File: config.mk
export PLATFORM = sky130hd
export DESIGN_NAME = fetch_queue_flat
export DESIGN_NICKNAME = d
export VERILOG_FILES = /design/src/rtl/fetch_queue_pkg.sv /design/src/rtl/fetch_queue_if.sv /design/src/rtl/fetch_queue.sv /design/src/flat_wrapper.sv
export SDC_FILE = /design/constraint.sdc
export NUM_CORES = 1
export LEC_CHECK = 0
export ABC_CLOCK_PERIOD_IN_PS = 7650
export CAP_MARGIN = 25
export CORE_ASPECT_RATIO = 0.7
export CORE_MARGIN = 8
export CORE_UTILIZATION = 30
export DETAILED_ROUTE_END_ITERATION = 16
export PLACE_DENSITY_LB_ADDON = 0.1
export SLEW_MARGIN = 20
export SYNTH_ARGS = -nofsm -noshare
export SYNTH_HDL_FRONTEND = slang
export SYNTH_SLANG_ARGS = --single-unit
File: constraint.sdc
create_clock -name clk -period 7.65 [get_ports clk]
set_input_delay 1.1475 -clock clk [delete_from_list [all_inputs] [get_ports clk]]
set_output_delay 1.1475 -clock clk [all_outputs]
set_load 0.1 [all_outputs]
File: src/rtl/fetch_queue_pkg.sv
// rtl/fetch_queue_pkg.sv - fetch/decode shared types and fetch queue default depth
package fetch_queue_pkg;

  typedef struct packed {
    logic [31:0] pc;
    logic [31:0] data;
    logic        bp;
  } fetch_data_t;

  localparam int FQ_DEPTH = 4;

endpackage

File: src/rtl/fetch_queue_if.sv
// rtl/fetch_queue_if.sv - squash broadcast interface consumed by the fetch queue
interface squash_if;
  logic valid;

  modport master (output valid);
  modport slave  (input  valid);
endinterface

File: src/rtl/fetch_queue.sv
// rtl/fetch_queue.sv - decoupling FIFO between fetch and decode, flushed on squash
module fetch_queue
  import fetch_queue_pkg::*;
#(
  parameter int DEPTH = FQ_DEPTH
) (
  input  logic                       clk,
  input  logic                       rstn,
  input  fetch_data_t                in_i,
  input  logic                       in_i_valid,
  output logic                       in_i_ready,
  output fetch_data_t                out_o,
  output logic                       out_o_valid,
  input  logic                       out_o_ready,
  output logic [$clog2(DEPTH+1)-1:0] count_o,
  squash_if.slave                    squash_io
);
  localparam int IW = $clog2(DEPTH);
  localparam int PW = IW + 1;
  localparam int CW = $clog2(DEPTH + 1);

  fetch_data_t   mem [DEPTH];
  logic [PW-1:0] rptr;
  logic [PW-1:0] wptr;
  logic          empty;
  logic          full;
  logic          push;
  logic          pop;

  // MSB of each pointer is the wrap bit that disambiguates full from empty
  assign empty = (rptr == wptr);
  assign full  = (rptr[IW-1:0] == wptr[IW-1:0]) && (rptr[IW] != wptr[IW]);

  assign in_i_ready  = !full && !squash_io.valid;
  assign out_o_valid = !empty && !squash_io.valid;
  assign push        = in_i_valid && in_i_ready;
  assign pop         = out_o_valid && out_o_ready;
  assign out_o       = mem[rptr[IW-1:0]];
  assign count_o     = CW'(wptr - rptr);

  always_ff @(posedge clk or negedge rstn) begin
    if (!rstn) begin
      rptr <= '0;
      wptr <= '0;
    end else if (squash_io.valid) begin
      rptr <= '0;
      wptr <= '0;
    end else begin
      if (push) wptr <= wptr + PW'(1);
      if (pop)  rptr <= rptr + PW'(1);
    end
  end

  always_ff @(posedge clk) begin
    if (push) mem[wptr[IW-1:0]] <= in_i;
  end

  assert property (@(posedge clk) disable iff (!rstn) !(in_i_valid && in_i_ready && full));
  assert property (@(posedge clk) disable iff (!rstn) !(out_o_valid && out_o_ready && empty));
  assert property (@(posedge clk) disable iff (!rstn) int'(count_o) <= DEPTH);

endmodule

File: src/flat_wrapper.sv
// flat-port wrapper written by rule: the top's interface ports become plain ports
module fetch_queue_flat import fetch_queue_pkg::*;
#(
  parameter int DEPTH = FQ_DEPTH
)
  (clk, rstn, in_i, in_i_valid, in_i_ready, out_o, out_o_valid, out_o_ready, count_o, squash_io_valid);
  squash_if squash_io_i ();
  input  logic clk;
  input  logic rstn;
  input  fetch_data_t in_i;
  input  logic in_i_valid;
  output logic in_i_ready;
  output fetch_data_t out_o;
  output logic out_o_valid;
  input  logic out_o_ready;
  output logic [$clog2(DEPTH+1)-1:0] count_o;
  input wire logic [$bits(squash_io_i.valid)-1:0] squash_io_valid;
  assign squash_io_i.valid = squash_io_valid;
  fetch_queue #(.DEPTH(DEPTH)) u_core (.clk(clk), .rstn(rstn), .in_i(in_i), .in_i_valid(in_i_valid), .in_i_ready(in_i_ready), .out_o(out_o), .out_o_valid(out_o_valid), .out_o_ready(out_o_ready), .count_o(count_o), .squash_io(squash_io_i));
endmodule
# Word level (Yosys, flattened, before mapping)
# Memories as Yosys holds them, arrays and structs flattened.
# Cells that the tools add are included.
[totals] mem_count=1 regBits=6 out_inout_bits=70 ramBits=260 wordCells=25 in_bits=70
[memory_table] memory="u_core.mem" words=4 width=65 read_ports=1 rd_clocked_by_memory_dff=0 write_ports=1 line_no="fetch_queue.sv:22" text="fetch_data_t mem [DEPTH];"
[op_classes] reduce_logical=10 add_sub_neg=3 muxes=6 eq_ne=3
[ops] op="two-way mux 3 bit" n=4
[ops] op="adder 3 x 1 -> 3 bit (second input constant)" n=2
[ops] op="logical AND 1 bit" n=5
[ops] op="nonzero test 2 bit" n=2
[ops] op="equality test 3 bit" n=1
[ops] op="zero test 1 bit" n=3
[ops] op="subtractor 3 bit" n=1
[ops] op="equality test 2 bit" n=1
[ops] op="two-way mux 1 bit" n=2
[ops] op="inequality test 1 bit" n=1

# Logic depth before layout (Yosys ltp)
# Gate-level depths: netlist of the first run.
[logic_depth] depth_word=7 ltp_mapped=7 mapped_depth_nobuf=5

# Worst setup path after synthesis of the first run
# No wires, ideal clock.
[synth_timing] path_type="input -> register" from="input squash_io_valid" to="memory u_core.mem[1][0] (netlist name), enable pin" arrival_time_ns=3.645 required_ns=7.220 path_stages=3 setup_time_ns=0.430 slack_ns=3.575 cell_sequence="buf_2 a31oi_4 and3_1"
[synth_via] elab_chain_cells=5
[synth_rtl] element="from (decl)" line_no="flat_wrapper.sv:17" text="input wire logic [$bits(squash_io_i.valid)-1:0] squash_io_valid;"
[synth_rtl] element="zero test 1 bit" line_no="fetch_queue.sv:34" text="assign in_i_ready = !full && !squash_io.valid;"
[synth_rtl] element="logical AND 1 bit" line_no="fetch_queue.sv:34"
[synth_rtl] element="named net in_i_ready" line_no="flat_wrapper.sv:12" text="output logic in_i_ready;"
[synth_rtl] element="logical AND 1 bit" line_no="fetch_queue.sv:36" text="assign push = in_i_valid && in_i_ready;"
[synth_rtl] element="two-way mux 1 bit" line_no="fetch_queue.sv:55" text="if (push) mem[wptr[IW-1:0]] <= in_i;"
[synth_rtl] element="two-way mux 1 bit (not written as such)" line_no="fetch_queue.sv:55"
[synth_rtl] element="to (decl)" line_no="fetch_queue.sv:22"
# The timed path passes the listed nets, and every way through them passes these cells.

==> impl_metrics.env, run 1 <==
export IMPL_rsz0062_at_grt="no"
export IMPL_powerDensity_mw_per_mm2=428
export IMPL_max_slew_margin_rel_pct=28.9
export IMPL_drc=0
export IMPL_p_switching_mw=2.35
export IMPL_grt_pass1_vias=5116
export IMPL_fin_skew_ps=16.9
export IMPL_clock_power_share_pct=23.7
export IMPL_post_route_period_util_pct=65.9
export IMPL_synth_seq_area_share_pct=79.8
export IMPL_timing_fmax_mhz=198
export IMPL_gp_congestion=0.712
export IMPL_synth_area_leaders="edfxtp_1 (78%), mux4_2 (15%), dfrtp_1 (1.5%)"
export IMPL_ios=140
export IMPL_cts_tree="done"
export IMPL_via_per_inst=4.57
export IMPL_hold_class="reg -> reg"
export IMPL_internal_power_mw=3.10
export IMPL_synth_top_area_share_pct=78.3
export IMPL_clk_pin_slew_ps=60
export IMPL_cts_root_buf="clkbuf_16"
export IMPL_outcome="finished clean"
export IMPL_postSynthCellCount=404
export IMPL_synthArstFlopShare_pct=2.26
export IMPL_drtIter0Drc=201
export IMPL_netlist_area_mm2=0.00998
export IMPL_antenna_found_initial=3
export IMPL_start_kind="flip-flop"
export IMPL_synth_flop_cell="edfxtp_1"
export IMPL_worst_slew_pin_slew_ps=1060
export IMPL_hold_buffers=0
export IMPL_coreArea_mm2=0.0331
export IMPL_p_leak_nw=3.97
export IMPL_drtPass1Iterations=4
export IMPL_cts_repair_resized=0
export IMPL_drv_slew=0
export IMPL_avgRoutedWirePerCell_um=21.2
export IMPL_antenna_cells=0
export IMPL_synth_ff_latch_count=266
export IMPL_cts_buffer_depth=3
export IMPL_finalCoreUtilization_pct=38.4
export IMPL_critPathMaxFanout=37
export IMPL_layout_drive_gt1_share_pct=21.0
export IMPL_post_cts_buffers=0
export IMPL_power_switching_share_pct=43.1
export IMPL_fin_setup_tns_ps=0
export IMPL_ant_nets=0
export IMPL_synth_edff_count=260
export IMPL_synth_nets=482
export IMPL_crit_required_ps=6500
export IMPL_syn_area_per_cell_um2=24.7
export IMPL_insertion_delay_ps=540
export IMPL_totalPowerFinal_mw=5.46
export IMPL_critPathCaptureType="output port"
export IMPL_yosys_area_top_type="edfxtp_1"
export IMPL_grt_usage_pct=10.8
export IMPL_start_util_pct=30.1
export IMPL_numClockSinks=266
export IMPL_hpwl_um=12900
export IMPL_whs_ps=636
export IMPL_io_buffers=139
export IMPL_nFillCells=2989
export IMPL_seqPwrFrac_pct=33.9
export IMPL_combPwrFrac_pct=42.4
export IMPL_rows=56
export IMPL_grt_pass1_wl_um=32100
export IMPL_yosysWarnings=0
export IMPL_place_area_mm2=0.0119
export IMPL_ir_worst_vdd_uv=333
export IMPL_fp_dieW_um=234
export IMPL_crit_arrival_ps=3890
export IMPL_max_cap_violations=0
export IMPL_finalSetupViolations=0
export IMPL_fin_area_mm2=0.0127
export IMPL_die_area_mm2=0.0394
export IMPL_synth_distinct_cells=31
export IMPL_finalHoldViolCount=0
export IMPL_final_nets=637
export IMPL_cts_buffers=28
export IMPL_overflow=0
export IMPL_criticalPathCategory="reg -> out"
export IMPL_period_needed_ps=5040
export IMPL_cts_htree_levels=1
export IMPL_fp_dieH_um=169
export IMPL_drt_wl_total_um=21500
export IMPL_num_vias=4648
export IMPL_synthToLayoutAreaGrowth_pct=27.7
export IMPL_grt_max_degree=38
==> path summary, 6_finish.rpt <==
path	startpoint	end	slack [ps]	cells past startpoint
min in group asynchronous	rstn	u_core.wptr[1]$_DFFE_PN0P_	860	1
worst max-delay path	u_core.rptr[0]$_DFFE_PN0P_	out_o[32]	2610	3
worst min register to register	u_core.wptr[2]$_DFFE_PN0P_	u_core.wptr[2]$_DFFE_PN0P_	640	2
worst max register to register	u_core.rptr[1]$_DFFE_PN0P_	u_core.mem[1][43]$_DFFE_PP_	4320	5
max in group asynchronous	rstn	u_core.rptr[1]$_DFFE_PN0P_	6540	1
worst min-delay path	u_core.wptr[2]$_DFFE_PN0P_	u_core.wptr[2]$_DFFE_PN0P_	640	2
==> stage by stage <==
stage / setup WS, ps / cells
6_report: 2610 / 1016
4_1_cts: 2420 / 1016
3_5_place_dp: 3010 / 964
5_1_grt: 2290 / 1016
3_3_place_gp: 3040 / 964
2_1_floorplan: 3570 / 404
==> cell usage in the layout (no fill, tap or decap) <==
master	count
a311oi_1	1
clkinv_2	8
edfxtp_1	260
nand3_1	4
nor2b_1	2
and3_4	4
a31oi_1	3
a21oi_1	3
xnor2_1	2
inv_1	5
xor2_2	1
clkdlybuf4s50_1	139
dfrtp_4	2
and4b_1	3
nand2_1	3
clkinvlp_4	1
clkbuf_16	29
o311ai_0	4
nand2b_1	1
clkinv_1	8
a32oi_1	3
clkbuf_1	2
mux4_2	65
a31oi_4	1
and3_2	1
nor3b_1	1
bufinv_16	2
dfrtp_1	4
fa_1	1
buf_4	6
nor2_1	2
ha_1	7
a211o_1	1
inv_6	2
==> worst max-delay path, stage by stage (launching register included) <==
cell             delay, ps
dfrtp_4                880
buf_4                  720
mux4_2                 630
clkdlybuf4s50_1        990
==> logic make-up after synthesis <==
family,share of synthesized area [%]
fa+ha+maj,1.08
xor+xnor,0.339
simple gates,1.28
mux,14.7
flops,79.8
compound gates,1.34
buf+inv,1.53
==> Yosys cell counts (2+ instances only) <==
cell / number
a21oi_1: 3
a31oi_1: 3
a32oi_1: 3
and3_1: 4
and4b_1: 3
buf_1: 2
buf_2: 7
buf_4: 4
buf_6: 3
clkbuf_1: 2
dfrtp_1: 6
edfxtp_1: 260
ha_1: 7
inv_1: 5
mux4_2: 65
nand2_1: 3
nand3_1: 4
nor2_1: 2
nor2b_1: 2
o311ai_0: 4
xnor2_1: 2
==> metal layers <==
layer / track usage (%) / routed length (µm) / vias to the layer above / share of wire, %
met5: 0 / 41 / - / 0.19
met4: 2.38 / 417 / 6 / 1.9
met3: 3.51 / 1310 / 40 / 6.1
met2: 17.5 / 10300 / 116 / 48
met1: 14.2 / 9450 / 2433 / 44
li1: - / - / 2053 / -
==> power groups by stage <==
stage,registers (mW),clock network (mW),logic [mW]
2_1_floorplan,1.81,0,1.87
3_3_place_gp,1.88,0,2.35
3_5_place_dp,1.89,0,2.35
4_1_cts,1.85,1.34,2.35
5_1_grt,1.87,1.39,2.40
6_report,1.85,1.29,2.31
==> flip-flops by register name, indices dropped and copies added (netlist names) <==
name	flops
u_core.rptr	3
u_core.wptr	3
u_core.mem	260
==> final cells by class <==
type                            instances  area, µm²  area share (%)
Clock buffer                           31        733            5.76
Inverter                                5       18.8           0.147
Timing Repair Buffer                  145       1440            11.3
Sequential cell                       266       7970            62.5
Multi-Input combinational cell        113       1890            14.8
Tap cell                              435        544            4.27
Clock inverter                         21        155            1.22
Power figures use the tool's default switching activity.
==> run 2: changes to the inputs <==
--- a/config.mk
+++ b/config.mk
@@ -5,7 +5,7 @@
 export SDC_FILE = /design/constraint.sdc
 export NUM_CORES = 1
 export LEC_CHECK = 0
-export ABC_CLOCK_PERIOD_IN_PS = 7650
+export ABC_CLOCK_PERIOD_IN_PS = 4790
 export CAP_MARGIN = 25
 export CORE_ASPECT_RATIO = 0.7
 export CORE_MARGIN = 8
==> constraint.sdc (replaced) <==
create_clock -name clk -period 4.79 [get_ports clk]
set_input_delay 0.7185 -clock clk [delete_from_list [all_inputs] [get_ports clk]]
set_output_delay 0.7185 -clock clk [all_outputs]
set_load 0.1 [all_outputs]
==> impl_metrics.env, run 2 (synthesis gave the netlist of run 1 again) <==
export IMPL_outcome="finished clean"
export IMPL_timing_rr_start="u_core.rptr[0]$_DFFE_PN0P_"
export IMPL_rsz0062_at_grt="no"
export IMPL_num_vias=4659
export IMPL_placedCellCount=965
export IMPL_largest_reg_flops=260
export IMPL_avgRoutedWirePerCell_um=21.1
export IMPL_start_util_pct=30.1
export IMPL_die_area_mm2=0.0394
export IMPL_cts_buffers=29
export IMPL_finalCoreUtilization_pct=38.7
export IMPL_multi_input_area_mm2=0.00189
export IMPL_crit_arrival_ps=3460
export IMPL_top_layer_used="met5"
export IMPL_overflow=0
export IMPL_drv_slew=0
export IMPL_max_slew_margin_rel_pct=33.2
export IMPL_path_cells="buf_4, mux4_2, clkdlybuf4s50_1"
export IMPL_via_per_inst=4.58
export IMPL_post_route_period_util_pct=87.2
export IMPL_route_met3_wl_um=1350
export IMPL_startpoint="u_core.rptr[0]$_DFFE_PN0P_"
export IMPL_io_buffers=139
export IMPL_instances_no_fill=1018
export IMPL_drtIter0Drc=210
export IMPL_crit_buf_inv=2
export IMPL_cts_tree="done"
export IMPL_layout_common_cells="edfxtp_1 (260), clkdlybuf4s50_1 (133), mux4_2 (65)"
export IMPL_cp_top_family="buffers and inverters"
export IMPL_critPathMaxFanout=39
export IMPL_cts_repair_resized=0
export IMPL_seq_area_mm2=0.00797
export IMPL_timing_fmax_mhz=240
export IMPL_worst_slew_pin_slew_ps=999
export IMPL_hold_class="in -> async"
export IMPL_p_leak_nw=3.99
export IMPL_hpwl_um=13200
export IMPL_finalHoldViolCount=0
export IMPL_fp_dieH_um=169
export IMPL_grt_max_degree=40
export IMPL_layout_commonest_cell="edfxtp_1"
export IMPL_fin_setup_tns_ps=0
export IMPL_start_kind="flip-flop"
export IMPL_clk_pin_slew_ps=50
export IMPL_slowest_stage="clkdlybuf4s50_1"
export IMPL_powerDensity_mw_per_mm2=686
export IMPL_insertion_delay_ps=550
export IMPL_max_cap_violations=0
export IMPL_drtPass1Iterations=4
export IMPL_totalPowerFinal_mw=8.79
export IMPL_hold_buffers=0
export IMPL_cts_root_buf="clkbuf_16"
export IMPL_crit_required_ps=4070
export IMPL_whs_ps=432
export IMPL_gp_congestion=0.644
export IMPL_cts_htree_levels=1
export IMPL_met2_length_um=10100
export IMPL_max_stage_delay_ps=990
export IMPL_critPathCaptureType="output port"
export IMPL_criticalPathCategory="reg -> out"
export IMPL_grt_pass1_vias=5181
export IMPL_layout_drive_gt1_share_pct=20.9
export IMPL_coreArea_mm2=0.0331
export IMPL_wl_met1_um=9540
export IMPL_drt_wl_total_um=21400
export IMPL_drc=0
export IMPL_grt_pass1_wl_um=32100
export IMPL_fp_dieW_um=234
export IMPL_grt_usage_pct=10.8
export IMPL_cts_buffer_depth=3
export IMPL_period_needed_ps=4170
export IMPL_antenna_cells=0
export IMPL_ir_worst_vdd_uv=343
export IMPL_synthToLayoutAreaGrowth_pct=28.5
export IMPL_ant_nets=0
export IMPL_fin_skew_ps=7.99
export IMPL_post_cts_buffers=0
export IMPL_finalSetupViolations=0
export IMPL_numClockSinks=266
export IMPL_antenna_found_initial=2
export IMPL_rows=56
export IMPL_nFillCells=2973
export IMPL_final_nets=639
export IMPL_ios=140
run 2: changes by cell type in the layout (fill, tap and decap cells not counted), sizes merged, moves of 4 or more:
| cell | delta |
|---|---|
| clkinv | -4 |
| clkdlybuf4s50 | -6 |
| clkbuf | +6 |
| buf | +7 |
run 2: layout make-up:
class	instances	share of cell area, %
sequential	266	62.1
multi-input combinational	113	14.7
timing repair buffer	146	11.7
clock buffer	37	5.89
tap	435	4.25
clock inverter	16	1.14
inverter	5	0.146
run 2: metrics by stage:
stage / setup slack, ps / area (µm²)
final: 615 / 12800
after global routing: 379 / 12800
after CTS: 486 / 12800
after detailed placement: 1100 / 11900
after global placement: 1110 / 11900
after floorplan: 953 / 9980
run 2: worst reg2reg max path: cells and delay by family (launching register included):
family | cells | cell delay [ps]
simple gates | 1 | 600
flops | 1 | 970
compound gates | 1 | 310
buf+inv | 1 | 330
fa+ha+maj | 1 | 520
run 2: final timing paths:
kind,endpoint,slack (ps),cells after the start
max,out_o[1],620,3
min,u_core.rptr[1]$_DFFE_PN0P_,430,1
max reg2reg,u_core.mem[0][26]$_DFFE_PP_,1680,4
min reg2reg,u_core.wptr[2]$_DFFE_PN0P_,630,2
max in group asynchronous,u_core.rptr[0]$_DFFE_PN0P_,4090,1
min in group clk,u_core.wptr[2]$_DFFE_PN0P_,630,2
run 2: routing by layer:
layer,GRT usage [%],up-vias
met2,17.2,102
li1,-,2048
met3,3.68,38
met4,2.46,4
met1,14.3,2467
met5,0,-
run 2: power breakdown:
group / switching [mW] / internal [mW]
sequential: 0.173 / 2.79
clock: 0.863 / 1.27
combinational: 2.73 / 0.974
